## config.mk

```make
export PLATFORM = sky130hd
export DESIGN_NAME = multicycle_ctrl
export DESIGN_NICKNAME = d
export VERILOG_FILES = /design/src/rtl/mc_pkg.sv /design/src/rtl/mc_immdec.sv /design/src/rtl/multicycle_ctrl.sv
export SDC_FILE = /design/constraint.sdc
export NUM_CORES = 1
export LEC_CHECK = 0
export ABC_CLOCK_PERIOD_IN_PS = 2110
export CAP_MARGIN = 0
export CORE_ASPECT_RATIO = 0.6
export CORE_MARGIN = 4
export CORE_UTILIZATION = 46
export CTS_CLUSTER_DIAMETER = 80
export DETAILED_ROUTE_END_ITERATION = 10
export PLACE_DENSITY = 0.79
export REMOVE_ABC_BUFFERS = 1
export SKIP_LAST_GASP = 1
export SYNTH_ARGS = -nofsm -noshare
export SYNTH_HDL_FRONTEND = slang
export SYNTH_HIERARCHICAL = 1
export SYNTH_SLANG_ARGS = --single-unit
```

## constraint.sdc

```tcl
create_clock -name clk -period 2.11 [get_ports clk]
set_clock_uncertainty 0.05 [all_clocks]
set_input_delay 0.211 -clock clk [delete_from_list [all_inputs] [get_ports clk]]
set_output_delay 0.211 -clock clk [all_outputs]
set_load 0.005 [all_outputs]
```

## src/rtl/mc_pkg.sv

```systemverilog
// Shared types and opcode constants for the multicycle controller.
// Imported by mc_immdec and multicycle_ctrl.
package mc_pkg;

  typedef enum logic [3:0] {
    FETCH    = 4'd0,
    DECODE   = 4'd1,
    MEMADR   = 4'd2,
    MEMREAD  = 4'd3,
    MEMWB    = 4'd4,
    MEMWRITE = 4'd5,
    EXECR    = 4'd6,
    EXECI    = 4'd7,
    ALUWB    = 4'd8,
    BEQ      = 4'd9,
    JAL      = 4'd10
  } state_t;

  localparam logic [6:0] OP_LOAD   = 7'b0000011;
  localparam logic [6:0] OP_STORE  = 7'b0100011;
  localparam logic [6:0] OP_RTYPE  = 7'b0110011;
  localparam logic [6:0] OP_ITYPE  = 7'b0010011;
  localparam logic [6:0] OP_BRANCH = 7'b1100011;
  localparam logic [6:0] OP_JAL    = 7'b1101111;

endpackage

```

## src/rtl/mc_immdec.sv

```systemverilog
// Immediate-format select: purely combinational function of the opcode.
module mc_immdec
  import mc_pkg::*;
(
  input  logic [6:0] op,
  output logic [1:0] imm_src
);

  always_comb begin
    imm_src = 2'b00;
    case (op)
      OP_STORE:  imm_src = 2'b01;
      OP_BRANCH: imm_src = 2'b10;
      OP_JAL:    imm_src = 2'b11;
      default:   imm_src = 2'b00;
    endcase
  end

endmodule

```

## src/rtl/multicycle_ctrl.sv

```systemverilog
// Moore FSM controller for a multicycle RISC-V datapath with retired-instruction counter.
// Optional MC_MEMWAIT_EN: FETCH, MEMREAD and MEMWRITE stall until mem_ready=1.
module multicycle_ctrl
  import mc_pkg::*;
(
  input  logic        clk,
  input  logic        rst_n,
  input  logic [6:0]  op,
  input  logic        Zero,
  input  logic        mem_ready,
  output logic        PCWrite,
  output logic        AdrSrc,
  output logic        MemWrite,
  output logic        IRWrite,
  output logic        RegWrite,
  output logic [1:0]  ResultSrc,
  output logic [1:0]  ALUSrcA,
  output logic [1:0]  ALUSrcB,
  output logic [1:0]  ALUOp,
  output logic [1:0]  ImmSrc,
  output logic        illegal_op,
  output logic [31:0] instret,
  output logic [3:0]  state_o
);

  state_t      state, state_nxt;
  logic [31:0] instret_q;
  logic        pc_update, branch, retire;
  logic        adr_src, mem_write, ir_write, reg_write, illegal;

`ifndef MC_MEMWAIT_EN
  logic unused_mem_ready;
  assign unused_mem_ready = mem_ready;
`endif

  always_ff @(posedge clk or negedge rst_n) begin
    if (!rst_n) begin
      state     <= FETCH;
      instret_q <= '0;
    end else begin
      state <= state_nxt;
      if (retire) instret_q <= instret_q + 32'd1;
    end
  end

  always_comb begin
    state_nxt = state;
    pc_update = 1'b0;
    branch    = 1'b0;
    retire    = 1'b0;
    adr_src   = 1'b0;
    mem_write = 1'b0;
    ir_write  = 1'b0;
    reg_write = 1'b0;
    illegal   = 1'b0;
    ResultSrc = 2'b00;
    ALUSrcA   = 2'b00;
    ALUSrcB   = 2'b00;
    ALUOp     = 2'b00;
    case (state)
      FETCH: begin
        ResultSrc = 2'b10;
        ALUSrcB   = 2'b10;
        ir_write  = 1'b1;
        pc_update = 1'b1;
        state_nxt = DECODE;
`ifdef MC_MEMWAIT_EN
        if (!mem_ready) begin
          ir_write  = 1'b0;
          pc_update = 1'b0;
          state_nxt = FETCH;
        end
`endif
      end
      DECODE: begin
        ALUSrcA = 2'b01;
        ALUSrcB = 2'b01;
        case (op)
          OP_LOAD, OP_STORE: state_nxt = MEMADR;
          OP_RTYPE:          state_nxt = EXECR;
          OP_ITYPE:          state_nxt = EXECI;
          OP_BRANCH:         state_nxt = BEQ;
          OP_JAL:            state_nxt = JAL;
          default: begin
            illegal   = 1'b1;
            state_nxt = FETCH;
          end
        endcase
      end
      MEMADR: begin
        ALUSrcA   = 2'b10;
        ALUSrcB   = 2'b01;
        state_nxt = (op == OP_LOAD) ? MEMREAD : MEMWRITE;
      end
      MEMREAD: begin
        adr_src   = 1'b1;
        state_nxt = MEMWB;
`ifdef MC_MEMWAIT_EN
        if (!mem_ready) state_nxt = MEMREAD;
`endif
      end
      MEMWB: begin
        ResultSrc = 2'b01;
        reg_write = 1'b1;
        retire    = 1'b1;
        state_nxt = FETCH;
      end
      MEMWRITE: begin
        adr_src   = 1'b1;
        mem_write = 1'b1;
        retire    = 1'b1;
        state_nxt = FETCH;
`ifdef MC_MEMWAIT_EN
        // MemWrite stays up across the stall; the store commits on the ready cycle.
        if (!mem_ready) begin
          retire    = 1'b0;
          state_nxt = MEMWRITE;
        end
`endif
      end
      EXECR: begin
        ALUSrcA   = 2'b10;
        ALUOp     = 2'b10;
        state_nxt = ALUWB;
      end
      EXECI: begin
        ALUSrcA   = 2'b10;
        ALUSrcB   = 2'b01;
        ALUOp     = 2'b10;
        state_nxt = ALUWB;
      end
      ALUWB: begin
        reg_write = 1'b1;
        retire    = 1'b1;
        state_nxt = FETCH;
      end
      BEQ: begin
        ALUSrcA   = 2'b10;
        ALUOp     = 2'b01;
        branch    = 1'b1;
        retire    = 1'b1;
        state_nxt = FETCH;
      end
      JAL: begin
        ALUSrcA   = 2'b01;
        ALUSrcB   = 2'b10;
        pc_update = 1'b1;
        state_nxt = ALUWB;
      end
      default: state_nxt = FETCH;
    endcase
  end

  // Strobes are gated by rst_n so an asynchronous reset silences them in the same cycle.
  assign PCWrite    = rst_n & (pc_update | (branch & Zero));
  assign IRWrite    = rst_n & ir_write;
  assign RegWrite   = rst_n & reg_write;
  assign MemWrite   = rst_n & mem_write;
  assign illegal_op = rst_n & illegal;
  assign AdrSrc     = adr_src;
  assign instret    = instret_q;
  assign state_o    = state;

  mc_immdec u_immdec (
    .op      (op),
    .imm_src (ImmSrc)
  );

endmodule

```

### After elaboration in Yosys (flattened, before gate mapping)

Index checks and enable logic that the tools add are counted.
Widths: inputs -> output; s select.

* register bits: 36
* input port bits: 11
* output and inout bits: 52
* logic and storage cells: 55

* add/sub/neg operators: 1
* eq/ne operators: 16
* multiplexer cells: 17
* bitwise operators: 7
* reduce and logical (&&, ||, !) cells: 12

Operators with widths (number)
* $pmux 4 s5: 2
* $add 32x1->32 const B: 1
* $eq 4x3->1 const B: 4
* $pmux 2 s2: 4
* $eq 7x6->1 const B: 2
* $eq 7x7->1 const B: 2
* $eq 4x4->1 const B: 3
* $reduce_or 2->1: 6
* $mux 1: 9
* $eq 4x2->1 const B: 2
* $reduce_or 4->1: 2
* $eq 7x2->1 const B: 1
* $eq 7x5->1 const B: 1
* $and 1x1->1: 6
* $pmux 2 s3: 1
* $reduce_or 3->1: 2
* $reduce_or 6->1: 1
* $eq 4x1->1 const B: 1
* $logic_not 4->1: 1
* $mux 3: 1
* $or 1x1->1: 1

### Longest topological paths before layout

* depth after elaboration: 5
* gate-level depth with buffers: 6
* mapped depth without buffers: 4

### Hierarchy

The synthesis kept the hierarchy.

Modules (own cells, without submodules)
* multicycle_ctrl: times used 1, cells an instance 191, area an instance 1963.1 sq um
* mc_immdec: times used 1, cells an instance 6, area an instance 43.8 sq um

### Worst setup path before layout

OpenSTA, ideal clock, no wires.

* path type: register to register
* from: reg state[3], in the netlist state_o[3]
* to: reg instret_q[31], in the netlist instret[31]
* arrival: 1.448 ns
* required time: 1.937 ns
* slack: 0.489 ns
* stages on the path, launching flop included: 7
* buffers on the path: 2
* period minus slack after synthesis: 1.621 ns
* cells stage by stage: dfrtp_1 -> buf_4 -> xnor2_4 -> nor4_4 -> buf_6 -> nand4_1 -> xnor2_1

* cells in the longest elaborated chain, start to end: 3

Ends and longest elaborated chain
* start: declaration: line multicycle_ctrl.sv:26 `state_t state, state_nxt;`
* start signal: assignment: line multicycle_ctrl.sv:41 `state <= state_nxt;`
* $eq 4x4->1 / $eq 4x3->1 (equally long branches): line multicycle_ctrl.sv:60 `case (state)`
* $reduce_or 4->1 (no line) (*)
* $mux 1 (*): line multicycle_ctrl.sv:60
* end signal: assignment: line multicycle_ctrl.sv:42 `if (retire) instret_q <= instret_q + 32'd1;`
* end: declaration: line multicycle_ctrl.sv:27 `logic [31:0] instret_q;`

Mark *: on every way between the ends. The rest lies on a longest branch, timed or not.
A chain may end at the register's enable or synchronous reset.

### Worst setup path after layout

* from: in op[2]
* to: out ImmSrc[0]

* cells in the longest elaborated chain, start to end: 2

Ends and longest elaborated chain
* start: declaration: line multicycle_ctrl.sv:8 `input logic [6:0] op,`
* $eq 7x7->1 / $eq 7x6->1 (equally long branches): line mc_immdec.sv:11 `case (op)`
* $pmux 2 s3 (*): line mc_immdec.sv:11
* end: declaration: line multicycle_ctrl.sv:20 `output logic [1:0] ImmSrc,`

Marked as above.

==> results <==
-- kinds of logic after synthesis --
group           count (synthesis)
compound gates                 15
xor+xnor                       36
fa+ha+maj                       1
buf+inv                        13
flops                          36
mux                             1
simple gates                   95
-- what timing repair did --
| item | CTS | global route |
|---|---|---|
| pin swaps | 0 | 0 |
| setup endpoints to repair | 9 | 10 |
| hold buffers | 2 | 0 |
| gates cloned | 0 | 0 |
| resized for setup | 5 | 16 |
| hold endpoints to repair | 9 | 0 |
| buffers inserted | 0 | 1 |
-- area by class of cell --
cell class / instances / area share, %
well taps: 60 / 2.555
inverters: 3 / 0.3833
flip-flops and latches: 36 / 30.83
clock buffers: 8 / 3.066
repair buffers: 82 / 26.92
multi-input cells: 148 / 36.24
-- worst paths after layout --
| kind | slack, ps | startpoint | end | cells after the start |
|---|---|---|---|---|
| hold / removal | 410 | rst_n | instret[13]$_DFFE_PN0P_ | 3 |
| max in group asynchronous | 710 | rst_n | state_o[2]$_DFF_PN0_ | 3 |
| setup / recovery | 100 | op[2] | ImmSrc[0] | 4 |
| min in group clk | 420 | instret[31]$_DFFE_PN0P_ | instret[31]$_DFFE_PN0P_ | 1 |
| hold reg to reg | 420 | instret[31]$_DFFE_PN0P_ | instret[31]$_DFFE_PN0P_ | 1 |
| setup reg to reg | 400 | instret[18]$_DFFE_PN0P_ | instret[28]$_DFFE_PN0P_ | 4 |
-- registers in the layout, indices dropped and copies added, names as in the netlist --
register,count
instret,32
state_o,4
-- layer usage --
| metal | vias to the layer above | wire [um] |
|---|---|---|
| li1 | 855 | - |
| met1 | 853 | 2415 |
| met2 | 53 | 2170 |
| met3 | 6 | 281 |
| met4 | 0 | 46 |
| met5 | - | 0 |
-- synthesized netlist by cell type (2+ instances only) --
master,instances,share of area (%)
a21o_1,2,0.75
a21oi_1,7,1.7
and2_1,2,0.62
and3_1,9,2.8
buf_2,2,0.50
buf_6,3,1.7
clkbuf_1,4,0.75
dfrtp_1,36,45
inv_1,3,0.56
nand2_1,14,2.6
nand2b_1,2,0.62
nand3_1,17,4.2
nand4_1,15,4.7
nor2_1,10,1.9
nor2b_1,2,0.62
nor3_1,7,1.7
nor4_1,4,1.2
nor4_4,2,2.1
or3_1,2,0.62
xnor2_1,30,13
xor2_1,5,2.2
-- per-stage QoR --
| step | instance area, um^2 | power, mW |
|---|---|---|
| finish | 2938 | 1.749 |
| global route | 2938 | 1.851 |
| CTS | 2883 | 1.752 |
| detailed placement | 2756 | 1.247 |
| global placement | 2756 | 1.237 |
| floorplan | 1941 | 0.9516 |
-- power by group --
group          total (mW)  internal (mW)  switching, mW
Sequential          0.773          0.724         0.0487
Combinational       0.483          0.283          0.200
Clock               0.493          0.266          0.227
Total                1.75           1.27          0.476
-- worst max-delay path: stages --
cell,delay [ps]
clkdlybuf4s50_1,490
or3_1,390
a21boi_1,150
clkdlybuf4s50_1,510
==> reports/results.tsv <==
stage	metric	value	unit
global_routing	antenna_found_initial	0	
global_routing	gr-usage-met2	28.25	%
timing	holdWs	405.0	ps
logic_synthesis	synth_fa_ha_area_share	0.6234	%
routing	drt_iter0_markers	72	
cts	cts_tree	built	
timing	rsz0062_at_grt	false	
critical_path	cp.arrival	1750	ps
power	p_leak	1.288	nW
finish	n_antenna_cell	0	
timing	hold_viol_final	0	
timing	fin_crit_sh	95.14	%
logic_synthesis	synthSimpleGateAreaFrac	28.37	%
timing	max_freq	498.1	MHz
cts	max-clock-path-buffers	2	
logic_synthesis	post_synth.cell_area_avg	10.19	um^2
timing	slew_headroom	56.55	%
critical_path	cp-start-kind	input port	
finish	fill_cells	314	
logic_synthesis	syn_area	0.002007	mm^2
logic_synthesis	synthArstFlopShare	100.0	%
power	peakVddDrop	0.3204	mV
cts	root_buffer	clkbuf_8	
finish	fin_cells	337	
logic_synthesis	synth_edf_count	0	
floorplanning	start_util	48.17	%
placement	place_congestion	0.8185	
placement	io_buffers	61	
floorplanning	dieArea	0.005518	mm^2
placement	place_hpwl	3747	um
timing	finalSetupTns	0	ps
global_routing	grt_use_met1	28.66	%
critical_path	end_kind	primary output	
global_routing	grt_max_degree	19	
logic_synthesis	netlist_instances	197	
global_routing	grtUsageMet3	4.822	%
critical_path	critPathKind	in2out	
critical_path	required	1850	ps
floorplanning	die_w	93.27	um
timing	post-route-min-period	2007	ps
routing	drc	0	
global_routing	grt_pass1_vias	1794	
routing	num_vias	1767	
timing	layout_setup_ws	102.6	ps
logic_synthesis	synth_cell_type_count	40	
finish	fin_util	70.51	%
finish	syn_to_final_growth	46.38	%
finish	mostFrequentLayoutCell	clkdlybuf4s50_1	
logic_synthesis	dominantRegCellSynth	dfrtp_1	
logic_synthesis	synthMuxAreaShare	0.5611	%
run_status	outcome	completed	
floorplanning	core-area	0.004167	mm^2
global_routing	busiest_layer	met1	
logic_synthesis	yosysWarningCount	6	
power	power.density	595.4	mW/mm^2
finish	register_area	905.9	um^2
logic_synthesis	synth_top_family_by_area	simple AND/OR/NAND/NOR gates	
floorplanning	die_h	59.17	um
finish	fin_nets	288	
global_routing	grtUsageTotal	19.36	%
critical_path	critPathMaxFanout	5	
cts	htree_levels	2	
worst_hold_path	hold_class	in2async	
cts	clock_sinks	36	
timing	finalSetupViolCount	0	
routing	wl_per_cell	14.58	um
logic_synthesis	synth-compound-area-share	5.050	%
flow_run	drv_cap	0	
routing	viasPerCell	5.243	
finish	drive_gt1_share	16.61	%
logic_synthesis	ys_seq_area_share	44.89	%
cts	cts_made_buffers	5	
placement	dp_slack	13.03	ps
global_routing	grt_pass1_wl	8418	um
routing	wl	4914	um
finish	multi_input_area	0.001065	mm^2
timing	slew_violations	0	
placement	dpl.cell_count	326	
cts	clock_latency	280	ps
logic_synthesis	synthXorXnorAreaFrac	16.65	%
floorplanning	io_pins	63	
floorplanning	num_rows	18	
routing	ant_nets	0	
global_routing	grt_overflow	0	
finish	layout_common_cells	clkdlybuf4s50_1, dfrtp_1, xnor2_1	
logic_synthesis	ys_ff_latch	36	
routing	first_pass_iters	5	
timing	tightest_slew	646.8	ps
cts	path_clk_slew	70	ps
Power figures use the tool's default switching activity.
